`src/rtl/mem_interface.sv`:
```
// mem_interface: MAR/MDR bus interface to a synchronous RAM with fixed read latency.
module mem_interface #(
  parameter int WAIT_STATES = 2,
  parameter int ADDR_W = 9
) (
  input  logic              Clock,
  input  logic              Reset,
  input  logic [31:0]       BusMuxOut,
  input  logic              MARin,
  input  logic              MDRin,
  input  logic              Read,
  input  logic              Write,
  input  logic [31:0]       ram_rdata,
  output logic [31:0]       MDR_q,
  output logic [ADDR_W-1:0] MAR_q,
  output logic [ADDR_W-1:0] ram_addr,
  output logic [31:0]       ram_wdata,
  output logic              ram_re,
  output logic              ram_we,
  output logic              Ready,
  output logic              Busy,
  output logic              Err
);
  typedef enum logic [1:0] {IDLE, RD_WAIT, WR_PULSE} state_t;
  state_t state, state_n;
  logic [3:0] cnt, cnt_n;
  logic [ADDR_W-1:0] acc_addr;
  logic idle, conflict, accept, start_rd, start_wr, rd_done, done, drop;
  always_comb begin
    idle     = state == IDLE;
    conflict = idle && Write && (MDRin || Read);
    accept   = idle && !conflict;
    start_rd = accept && MDRin && Read;
    start_wr = accept && Write;
    rd_done  = state == RD_WAIT && cnt == 4'd0;
    done     = rd_done || state == WR_PULSE;
    // A completing access signals Ready; requests on that edge are dropped silently so Ready and Err never coincide.
    drop     = !idle && !done && (MARin || MDRin || Write);
    state_n  = start_rd ? RD_WAIT : start_wr ? WR_PULSE : done ? IDLE : state;
    cnt_n    = start_rd ? 4'(WAIT_STATES - 1) : (state == RD_WAIT && cnt != 4'd0) ? cnt - 4'd1 : 4'd0;
  end
  always_ff @(posedge Clock) begin
    if (Reset) begin
      state    <= IDLE;
      cnt      <= 4'd0;
      MAR_q    <= '0;
      MDR_q    <= '0;
      acc_addr <= '0;
      ram_re   <= 1'b0;
      ram_we   <= 1'b0;
      Ready    <= 1'b0;
      Err      <= 1'b0;
    end else begin
      state  <= state_n;
      cnt    <= cnt_n;
      ram_re <= start_rd;
      ram_we <= start_wr;
      Ready  <= done;
      Err    <= conflict || drop;
      if (accept && MARin) MAR_q <= BusMuxOut[ADDR_W-1:0];
      if (accept && MDRin && !Read) MDR_q <= BusMuxOut;
      else if (rd_done) MDR_q <= ram_rdata;
      // The access keeps the pre-edge MAR even if MARin reloads it on the start edge.
      if (start_rd || start_wr) acc_addr <= MAR_q;
    end
  end
  assign Busy      = !idle;
  assign ram_addr  = idle ? MAR_q : acc_addr;
  assign ram_wdata = MDR_q;
endmodule

```
`config.mk`:
```
export PLATFORM = sky130hd
export DESIGN_NAME = mem_interface
export DESIGN_NICKNAME = d
export VERILOG_FILES = /design/src/rtl/mem_interface.sv
export SDC_FILE = /design/constraint.sdc
export NUM_CORES = 1
export LEC_CHECK = 0
export CORE_MARGIN = 5
export CORE_UTILIZATION = 45
export DETAILED_ROUTE_END_ITERATION = 16
export PLACE_DENSITY = 0.86
export SYNTH_ARGS = -nofsm -noshare
export SYNTH_HDL_FRONTEND = slang
export SYNTH_SLANG_ARGS = --single-unit
```
`constraint.sdc`:
```
create_clock -name Clock -period 3.75 [get_ports Clock]
set_input_delay 0.5625 -clock Clock [delete_from_list [all_inputs] [get_ports Clock]]
set_output_delay 0.5625 -clock Clock [all_outputs]
set_load 0.01 [all_outputs]
```
==> results of run 1 <==
[Yosys cell counts]
| library cell | n | area share |
|---|---|---|
| or3_1 | 2 | 0.0037 |
| mux2i_1 | 9 | 0.027 |
| clkbuf_1 | 36 | 0.040 |
| nand4b_1 | 32 | 0.083 |
| dfxtp_1 | 60 | 0.36 |
| or3b_1 | 2 | 0.0052 |
| o31a_1 | 1 | 0.0026 |
| nor3_1 | 34 | 0.050 |
| nand2b_1 | 20 | 0.037 |
| nor3b_1 | 2 | 0.0044 |
| o21a_1 | 1 | 0.0022 |
| nand2_1 | 29 | 0.032 |
| a311oi_1 | 2 | 0.0052 |
| buf_4 | 32 | 0.071 |
| buf_2 | 2 | 0.0030 |
| o21ba_1 | 1 | 0.0030 |
| or4b_1 | 1 | 0.0030 |
| inv_1 | 4 | 0.0044 |
| nand3_1 | 9 | 0.013 |
| a21oi_1 | 11 | 0.016 |
| xnor2_1 | 2 | 0.0052 |
| or3b_2 | 1 | 0.0026 |
| ha_1 | 1 | 0.0037 |
| nor2_1 | 5 | 0.0056 |
| buf_6 | 3 | 0.010 |
| nor2b_1 | 2 | 0.0037 |
| a311oi_2 | 30 | 0.13 |
| o21ai_1 | 7 | 0.010 |
| nand3b_1 | 1 | 0.0022 |
| or2_1 | 1 | 0.0019 |
| o21ai_0 | 39 | 0.058 |
[power groups by stage]
stage / Sequential (uW) / Clock, uW / Combinational [uW]
after floorplan: 727 / 0 / 202
after global placement: 717 / 0 / 407
after detailed placement: 717 / 0 / 416
after CTS: 704 / 640 / 417
after global routing: 709 / 683 / 442
final: 704 / 631 / 414
[cells by family (layout without fill, tap and decap cells)]
group | after synthesis | count (layout) | share of synthesized area
and+or+nand+nor | 141 | 141 | 0.249
AOI/OAI and AO/OA | 92 | 92 | 0.231
buffers and inverters | 77 | 183 | 0.129
DFF | 60 | 60 | 0.356
muxes | 9 | 9 | 0.0267
xor gates and xnor gates | 2 | 2 | 0.00519
adders and majority gates | 1 | 1 | 0.00371
[final timing paths]
path                                            endpoint  slack [ns]  cells after the start
worst max-delay path                         ram_addr[7]        0.61                      6
worst min-delay path            acc_addr[5]$_SDFFE_PP0P_        0.48                      2
worst min register to register  acc_addr[5]$_SDFFE_PP0P_        0.48                      2
worst max register to register    MDR_q[29]$_SDFFE_PP0P_        1.24                      5
[state kept, by name, indices dropped and copies added, names as in the netlist]
| name | cells |
|---|---|
| Ready | 1 |
| state | 2 |
| cnt | 4 |
| MAR_q | 9 |
| ram_re | 1 |
| ram_we | 1 |
| Err | 1 |
| MDR_q | 32 |
| acc_addr | 9 |
[per-stage QoR]
step           setup WS [ns]  power [uW]  area [sq um]  hold slack [ns]   util
2_1_floorplan           1.84         929          3370            0.447      -
3_3_place_gp           0.865        1120          4690            0.459  0.643
3_5_place_dp           0.760        1130          4690            0.461  0.643
4_1_cts                0.592        1760          4910            0.481  0.674
5_1_grt                0.413        1830          4910            0.494  0.674
6_report               0.608        1750          4910            0.477  0.674
[area by class of cell]
| cell class | instances | area (sq um) |
|---|---|---|
| Fill cell | 613 | 2380 |
| Multi-Input combinational cell | 245 | 1740 |
| Timing Repair Buffer | 163 | 1610 |
| Sequential cell | 60 | 1200 |
| Clock buffer | 13 | 179 |
| Tap cell | 99 | 124 |
| Clock inverter | 3 | 42.5 |
| Inverter | 4 | 15.0 |
[critical path, delay by kind of cell (launching register included)]
| family | cells | cell delay (ns) |
|---|---|---|
| buf+inv | 3 | 1.12 |
| flops | 1 | 0.30 |
| simple gates | 3 | 0.83 |
[metal layers]
| metal | vias to the layer above | share of wire |
|---|---|---|
| met5 | - | 0 |
| met4 | 0 | 0.0050 |
| met3 | 6 | 0.086 |
| met2 | 147 | 0.49 |
| met1 | 1543 | 0.42 |
| li1 | 1566 | - |
==> metrics.md, run 1 <==
| Metric | Value |
|---|---|
| CORE AREA | 7290 sq um |
| Final hold viol count | 0 |
| MaxCap Viol Count | 0 |
| Diode count | 0 |
| Post-route ant nets | 0 |
| Arrival time worst endpoint | 2.58 ns |
| CP max stage delay | 0.59 ns |
| RSZ-0062 raised after global routing | false |
| Syn Inst Count | ~380 |
| Nets@finish | 554 |
| Sum of negative setup slack | 0 ns |
| Clk slew on worst S/H paths | roughly 0.07 ns |
| CP endpoint kind | primary output |
| Hold Crit Start | acc_addr[5]$_SDFFE_PP0P_ |
| M1 GR Usage | 0.288 |
| Layout area overhead | 45.7% |
| Initial Util | 0.463 |
| First-pass GRT wire length | ~16000 microns |
| Data required, critical path | 3.19 ns |
| DP HPWL | 7240 microns |
| Outcome | finished clean |
| Setup Fix Bufs, Post-CTS | 0 |
| Post-synthesis average cell area | between 8 and 9 sq um |
| Vias in the first global route | approximately 3200 |
| Die Height | around 97 microns |
| Worst-Margin Slew | ~1.2 ns |
| Largest net degree at the start of global routing | between 40 and 50 |
| Commonest cells after routing, fill and taps aside | clkdlybuf4s50_1, dfxtp_1, o21ai_0, nor3_1, nand4b_1 |
| Resized Gates After CTS | 0 |
| DR DRC count | 0 |
| Synth Register Bits | 60 |
| Global Route met3 Usage | 0.0612 |
| Initial DRC count | about 150 |
| Final number of setup-violating endpoints | 0 |
| First drt pass iteration count | 4 |
| Clk buf depth | 2 |
| Vias post-DR | approximately 3300 |
| LEAKAGE | 0.00163 uW |
| Layout cells sized above 1 | 0.117 |
| Syn. warnings | 0 |
| Initial antenna violation count | 0 |
| HP Class | register to register |
| Net count after synthesis | about 450 |
| Final Skew | about 0.0088 ns |
| Fin cells | approximately 590 |
| Max-slew headroom at the worst pin | 0.221 |
| Internal | between 1000 and 1500 uW |
| Drt wl/cell | approximately 17 microns |
| Distinct cells, synth | 31 |
| CTS tree | yes |
| FF-to-FF Start | state[0]$_SDFFE_PP0P_ |
| Fmax | 318 MHz |
| Placed cells | 571 |
| TritonCTS Buffers | 9 |
| RePlAce Congestion | 0.776 |
| Die width | a little under 100 microns |
| Die area | approximately 9300 sq um |
| Leading cell type in the layout, fill and taps excluded | clkdlybuf4s50_1 |
| Pwr/cell area | roughly 360 nW/um^2 |
| Setup crit start | state[1]$_SDFFE_PP0P_ |
| # hold bufs at CTS | 0 |
| Final-report max-slew violation count | 0 |
| Max FO, Critical Path | 40 |
| Total global routing overflow | 0 |
| Critical path type | register to primary output |
| Logic pwr share | 0.237 |
| Ports | 157 |
| Kind of start point of the critical path | register |
| Sw Share | 0.266 |
| Crit-path cells | buf_4 -> nor2_1 -> inv_1 -> nand2_1 -> nand2_1 -> clkdlybuf4s50_1 |
| Buffers on Ports | 156 |
| Worst VDD drop | 0.203 mV |
| Busiest grt layer | met2 |
| Worst skew pair latency | around 0.33 ns |
| CTS Sinks | 60 |
| Post-synthesis sequential area ratio | 0.356 |
| Clock tree root buffer cell | clkbuf_8 |
| Psw | 464 uW |
| Global Route Usage Sum | 0.217 |
| Met2 Use GR | 0.351 |
| Tmin final | about 3.1 ns |
| Crit path max-delay cell type | nor2_1 |
| Period utilization | 0.838 |
| Rows | 31 |
| Clock power frac | 0.361 |
| WL final | 10200 microns |
| Seq pwr share | 0.402 |
| H-tree levels | 3 |
| Vias per std cell | about 5.6 |
| Synthesized area | between 3000 and 4000 sq um |
| Most numerous cell on the critical path | nand2_1 |
No activity file was read; power rests on OpenSTA's default activity.
==> inputs of run 2 (changes only) <==
--- a/config.mk
+++ b/config.mk
@@ -6,9 +6,9 @@
 export NUM_CORES = 1
 export LEC_CHECK = 0
 export CORE_MARGIN = 5
-export CORE_UTILIZATION = 45
+export CORE_UTILIZATION = 42
 export DETAILED_ROUTE_END_ITERATION = 16
-export PLACE_DENSITY = 0.86
+export PLACE_DENSITY = 0.81
 export SYNTH_ARGS = -nofsm -noshare
 export SYNTH_HDL_FRONTEND = slang
 export SYNTH_SLANG_ARGS = --single-unit
==> constraint.sdc (replaced) <==
create_clock -name Clock -period 3.1 [get_ports Clock]
set_input_delay 0.465 -clock Clock [delete_from_list [all_inputs] [get_ports Clock]]
set_output_delay 0.465 -clock Clock [all_outputs]
set_load 0.01 [all_outputs]
==> run 2 against run 1 <==
  * Critical path depth unchanged
  * Largest cell class unchanged
  * Non-clock buffer count increased by 3
  * Largest power group unchanged
  * Total power increased by 22%
  * Die area increased by 6.4%
  * Highest routed layer unchanged
  * Sequential share of layout area decreased by 0.11 points
==> metrics.md, run 2 (same netlist as run 1, synthesis figures left out) <==
| Metric | Value |
|---|---|
| Initial DRC count | 152 |
| Clk buf depth | 2 |
| CP top delay family | buffers and inverters |
| Resized Gates After CTS | 0 |
| Max FO, Critical Path | 14 |
| CTS Sinks | 60 |
| RePlAce Congestion | ~0.76 |
| WL final | roughly 10000 microns |
| Initial Util | 0.434 |
| CP endpoint kind | primary output |
| Outcome | finished clean |
| Sum of negative setup slack | 0 ns |
| First drt pass iteration count | 5 |
| Total Power | between 2000 and 2500 uW |
| Data required, critical path | 2.63 ns |
| Crit path max-delay cell type | clkdlybuf4s50_1 |
| Period utilization | 0.782 |
| Pwr/cell area | around 430 nW/um^2 |
| Top flop regs | MDR_q: 32 flops, MAR_q: 9 flops, acc_addr: 9 flops |
| CP bufs+invs | 3 |
| Drt wl/cell | ~18 microns |
| Setup Fix Bufs, Post-CTS | 0 |
| Die area | 9920 sq um |
| Vias per std cell | between 5 and 6 |
| Commonest cells after routing, fill and taps aside | clkdlybuf4s50_1, dfxtp_1, o21ai_0, nor3_1, nand4b_1 |
| Worst-Margin Slew | 1.10 ns |
| Buffers on Ports | ~160 |
| TritonCTS Buffers | 9 |
| Layout area overhead | 46.3% |
| Kind of start point of the critical path | register |
| Critical path type | register to primary output |
| Vias in the first global route | approximately 3400 |
| Arrival time worst endpoint | around 2.0 ns |
| Placed cells | 577 |
| LEAKAGE | approximately 0.0016 uW |
| Core Util, Final | 0.635 |
| DP Area | around 4700 sq um |
| Fmax | ~410 MHz |
| # hold bufs at CTS | 0 |
| Total global routing overflow | 0 |
| Worst VDD drop | around 0.29 mV |
| Final Skew | roughly 0.0074 ns |
| Final hold viol count | 0 |
| HP Class | register to register |
| Max FFs per register | 32 |
| Clk slew on worst S/H paths | ~0.070 ns |
| DR DRC count | 0 |
| Final number of setup-violating endpoints | 0 |
| Clock tree root buffer cell | clkbuf_8 |
| CTS tree | yes |
| Most numerous cell on the critical path | nand2_1 |
| H-tree levels | 3 |
| Initial antenna violation count | 0 |
| Ports | approximately 160 |
| Fin cells | 593 |
| Post-route ant nets | 0 |
| CP max stage delay | around 0.54 ns |
| Nets@finish | 557 |
| CORE AREA | about 7800 sq um |
| Max-slew headroom at the worst pin | 0.269 |
| Largest net degree at the start of global routing | 45 |
| Worst skew pair latency | between 0.3 and 0.4 ns |
| Die Height | between 90 and 100 microns |
| MaxCap Viol Count | 0 |
| Final-report max-slew violation count | 0 |
| Tmin final | between 2 and 2.5 ns |
| Final instance area | 4930 sq um |
| Diode count | 0 |
| First-pass GRT wire length | 16800 microns |
| DP HPWL | roughly 7500 microns |
| Rows | 32 |
| Biggest register | MDR_q |
| Vias post-DR | roughly 3300 |
| RSZ-0062 raised after global routing | false |
| Leading cell type in the layout, fill and taps excluded | clkdlybuf4s50_1 |
| Layout cells sized above 1 | 0.120 |
| Global Route Usage Sum | 0.208 |
| Crit-path cells | nor2_1 -> buf_4 -> inv_1 -> nand2_1 -> nand2_1 -> clkdlybuf4s50_1 |
| Die width | 99.6 microns |
## run 2: cell types whose count changed in the layout (fill, tap and decap cells not counted), sizes merged
| cell | before | now |
|---|---|---|
| clkinvlp | 1 | 0 |
| clkbuf | 13 | 11 |
| buf | 8 | 11 |
| clkinv | 1 | 3 |
| bufinv | 1 | 2 |
## run 2: path summary, 6_finish.rpt
check	cells after the start	from	to	slack (ns)
worst min register to register	2	acc_addr[5]$_SDFFE_PP0P_	acc_addr[5]$_SDFFE_PP0P_	0.48
worst max-delay path	6	state[0]$_SDFFE_PP0P_	ram_addr[4]	0.68
worst min-delay path	2	acc_addr[5]$_SDFFE_PP0P_	acc_addr[5]$_SDFFE_PP0P_	0.48
worst max register to register	4	state[0]$_SDFFE_PP0P_	MDR_q[30]$_SDFFE_PP0P_	0.85
## run 2: where the power goes
part | leakage [uW] | internal (uW) | switching (uW)
sequential | 0.000490 | 816 | 37.0
clock | 0.000113 | 471 | 306
combinational | 0.00104 | 283 | 222
## run 2: tightest hold or removal path: stages (launching register included)
cell      delay (ns)
dfxtp_1         0.32
nand2b_1        0.06
mux2i_1         0.05
## run 2: stage by stage
stage / hold WS, ns / setup slack [ns]
floorplan: 0.447 / 1.29
global placement: 0.458 / 0.574
detailed placement: 0.469 / 0.459
CTS: 0.479 / 0.670
global route: 0.507 / 0.513
finish: 0.475 / 0.677
## run 2: cell type report
class                           instances  area [sq um]
Clock inverter                          5          75.1
Timing Repair Buffer                  166          1630
Fill cell                             670          2830
Multi-Input combinational cell        245          1740
Tap cell                              102           128
Clock buffer                           11           141
Sequential cell                        60          1200
Inverter                                4          15.0
## run 2: layer usage
metal,up-vias,global-route usage,part of all wire
li1,1577,-,-
met1,1580,0.258,0.42
met2,146,0.340,0.49
met3,23,0.0547,0.071
met4,0,0.0861,0.024
met5,-,0,0
==> inputs of run 3 (changes only) <==
--- a/config.mk
+++ b/config.mk
@@ -6,9 +6,9 @@
 export NUM_CORES = 1
 export LEC_CHECK = 0
 export CORE_MARGIN = 5
-export CORE_UTILIZATION = 42
+export CORE_UTILIZATION = 38
 export DETAILED_ROUTE_END_ITERATION = 16
-export PLACE_DENSITY = 0.81
+export PLACE_DENSITY = 0.77
 export SYNTH_ARGS = -nofsm -noshare
 export SYNTH_HDL_FRONTEND = slang
 export SYNTH_SLANG_ARGS = --single-unit
==> constraint.sdc (replaced) <==
create_clock -name Clock -period 2.2 [get_ports Clock]
set_input_delay 0.33 -clock Clock [delete_from_list [all_inputs] [get_ports Clock]]
set_output_delay 0.33 -clock Clock [all_outputs]
set_load 0.01 [all_outputs]
==> run 3 against run 2 <==
  * Count of clock-buffer cells in the layout fell by 2
  * Combinational power rose by 46%
  * Global-route usage fell by 1.3 points
  * Setup slack got worse by 0.54 ns
  * Largest power group unchanged
==> metrics.md, run 3 (same netlist as run 1, synthesis figures left out) <==
| Metric | Value |
|---|---|
| Outcome | finished clean |
| CP Capture Point | ram_addr[1] |
| Busiest grt layer | met2 |
| Die area | approximately 11000 sq um |
| Pwr/cell area | between 500 and 600 nW/um^2 |
| First drt pass iteration count | 4 |
| Tmin final | between 2 and 2.5 ns |
| Setup crit start | state[0]$_SDFFE_PP0P_ |
| CP bufs+invs | 2 |
| LEAKAGE | about 0.0017 uW |
| Diode count | 0 |
| Worst skew pair latency | 0.34 ns |
| Fmax | 485 MHz |
| M1 GR Usage | 0.238 |
| Buffers on Ports | 156 |
| Clk buf depth | 2 |
| CP top delay family | buffers and inverters |
| Most numerous cell on the critical path | nand2_1 |
| Die Height | 104 microns |
| Initial DRC count | 184 |
| CTS Sinks | 60 |
| Ports | ~160 |
| R2r endpoint | MDR_q[29]$_SDFFE_PP0P_ |
| Final number of setup-violating endpoints | 0 |
| Fin cells | around 610 |
| Initial Util | 0.389 |
| Sum of negative setup slack | 0 ns |
| Max-slew headroom at the worst pin | 0.617 |
| Biggest register | MDR_q |
| Final hold viol count | 0 |
| Kind of start point of the critical path | register |
| Arrival time worst endpoint | around 1.7 ns |
| Placed cells | between 500 and 600 |
| Critical path type | register to primary output |
| Crit path max-delay cell type | clkdlybuf4s50_1 |
| Vias per std cell | 5.56 |
| Layout area overhead | 49.9% |
| DR DRC count | 0 |
| Nets@finish | ~570 |
| Global Route Usage Sum | 0.195 |
| Rows | 34 |
| Vias in the first global route | 3485 |
| H-tree levels | 3 |
| Worst VDD drop | about 0.26 mV |
| Met2 Use GR | 0.332 |
| Post-route ant nets | 0 |
| Final-report max-slew violation count | 0 |
| Period utilization | 0.938 |
| Drt wl/cell | around 18 microns |
| Crit-path cells | nor2_1 -> buf_4 -> nand2_1 -> nand2_1 -> clkdlybuf4s50_1 |
| Total global routing overflow | 0 |
| Clk slew on worst S/H paths | 0.07 ns |
| Largest net degree at the start of global routing | 47 |
| CTS tree | yes |
| Commonest cells after routing, fill and taps aside | clkdlybuf4s50_1, dfxtp_1, o21ai_0, nor3_1, nand4b_1 |
| DP Area | roughly 4800 sq um |
| RSZ-0062 raised after global routing | false |
| First-pass GRT wire length | approximately 18000 microns |
| Layout cells sized above 1 | 0.144 |
| RePlAce Congestion | around 0.8 |
| Die width | around 100 microns |
| Final instance area | roughly 5100 sq um |
| Hold path depth | 2 |
| Initial antenna violation count | 0 |
| CP endpoint kind | primary output |
| MaxCap Viol Count | 0 |
| Data required, critical path | 1.87 ns |
| Clock tree root buffer cell | clkbuf_8 |
| Leading cell type in the layout, fill and taps excluded | clkdlybuf4s50_1 |
| Max FFs per register | 32 |
| Top flop regs | MDR_q: 32 flops, MAR_q: 9 flops, acc_addr: 9 flops |
| Hold Crit Start | acc_addr[6]$_SDFFE_PP0P_ |
| WL final | 11000 microns |
| Core Util, Final | 0.582 |
| HP Class | register to register |
| FF-to-FF Start | state[0]$_SDFFE_PP0P_ |
| Global Route met3 Usage | 0.0435 |
| CORE AREA | 8680 sq um |
| Reg2reg path depth | 4 |
| R2R Setup Slk | between 0.4 and 0.5 ns |
| DP HPWL | slightly below 8000 microns |
| Levels on crit path | 5 |
| TritonCTS Buffers | 9 |
| Worst-Margin Slew | 0.575 ns |
| CP max stage delay | ~0.53 ns |
| Vias post-DR | about 3400 |
| Final Skew | a little under 0.009 ns |
| Max FO, Critical Path | 10 |
| Total Power | 3020 uW |
==> run 3: cell count changes in the layout (fill, tap and decap cells not counted), sizes merged <==
| cell | previous run | this run |
|---|---|---|
| buf | 11 | 21 |
| clkbuf | 11 | 9 |
| clkinv | 3 | 4 |
| clkinvlp | 0 | 1 |
==> run 3: layer usage <==
| metal | vias up | part of all wire |
|---|---|---|
| met5 | - | 0 |
| met4 | 0 | 0.017 |
| li1 | 1600 | - |
| met2 | 126 | 0.51 |
| met3 | 14 | 0.064 |
| met1 | 1646 | 0.41 |
==> run 3: worst min-delay path by stage <==
stage | slack [ns] | endpoint
after floorplan | 0.45 | cnt[0]$_SDFF_PP0_
after global placement | 0.46 | acc_addr[1]$_SDFFE_PP0P_
after detailed placement | 0.46 | acc_addr[6]$_SDFFE_PP0P_
after CTS | 0.47 | acc_addr[6]$_SDFFE_PP0P_
after global routing | 0.50 | acc_addr[2]$_SDFFE_PP0P_
final | 0.47 | acc_addr[6]$_SDFFE_PP0P_
==> run 3: stage by stage <==
step	setup slack [ns]	hold slack, ns
3_3_place_gp	0.0616	0.458
4_1_cts	0.0498	0.475
2_1_floorplan	0.493	0.447
3_5_place_dp	0.0554	0.465
6_report	0.137	0.472
5_1_grt	0.0359	0.501
==> run 3: layout make-up <==
cell class / instances / area, sq um
clock buffers: 9 / 124
clock inverters: 7 / 91.3
fillers: 779 / 3620
inverters: 4 / 15.0
multi-input cells: 245 / 1740
flip-flops and latches: 60 / 1200
well taps: 108 / 135
repair buffers: 176 / 1740
==> run 3: worst reg2reg max path: stages (launching register included) <==
cell      delay, ns
dfxtp_2        0.33
or4b_1         0.56
or2_2          0.36
buf_12         0.19
a311oi_1       0.22
==> run 3: repair_timing <==
| item | in CTS | in global routing |
|---|---|---|
| setup buffers | 0 | 0 |
| hold buffers | 0 | 0 |
| resized for setup | 0 | 1 |
| setup endpoints to repair | 0 | 9 |
==> run 3: report_power, final <==
| part | total, uW | switching [uW] | leakage (uW) | internal, uW |
|---|---|---|---|---|
| registers | 1200 | 51.9 | 0.000490 | 1150 |
| clock network | 1080 | 449 | 0.000109 | 633 |
| logic | 738 | 321 | 0.00110 | 417 |
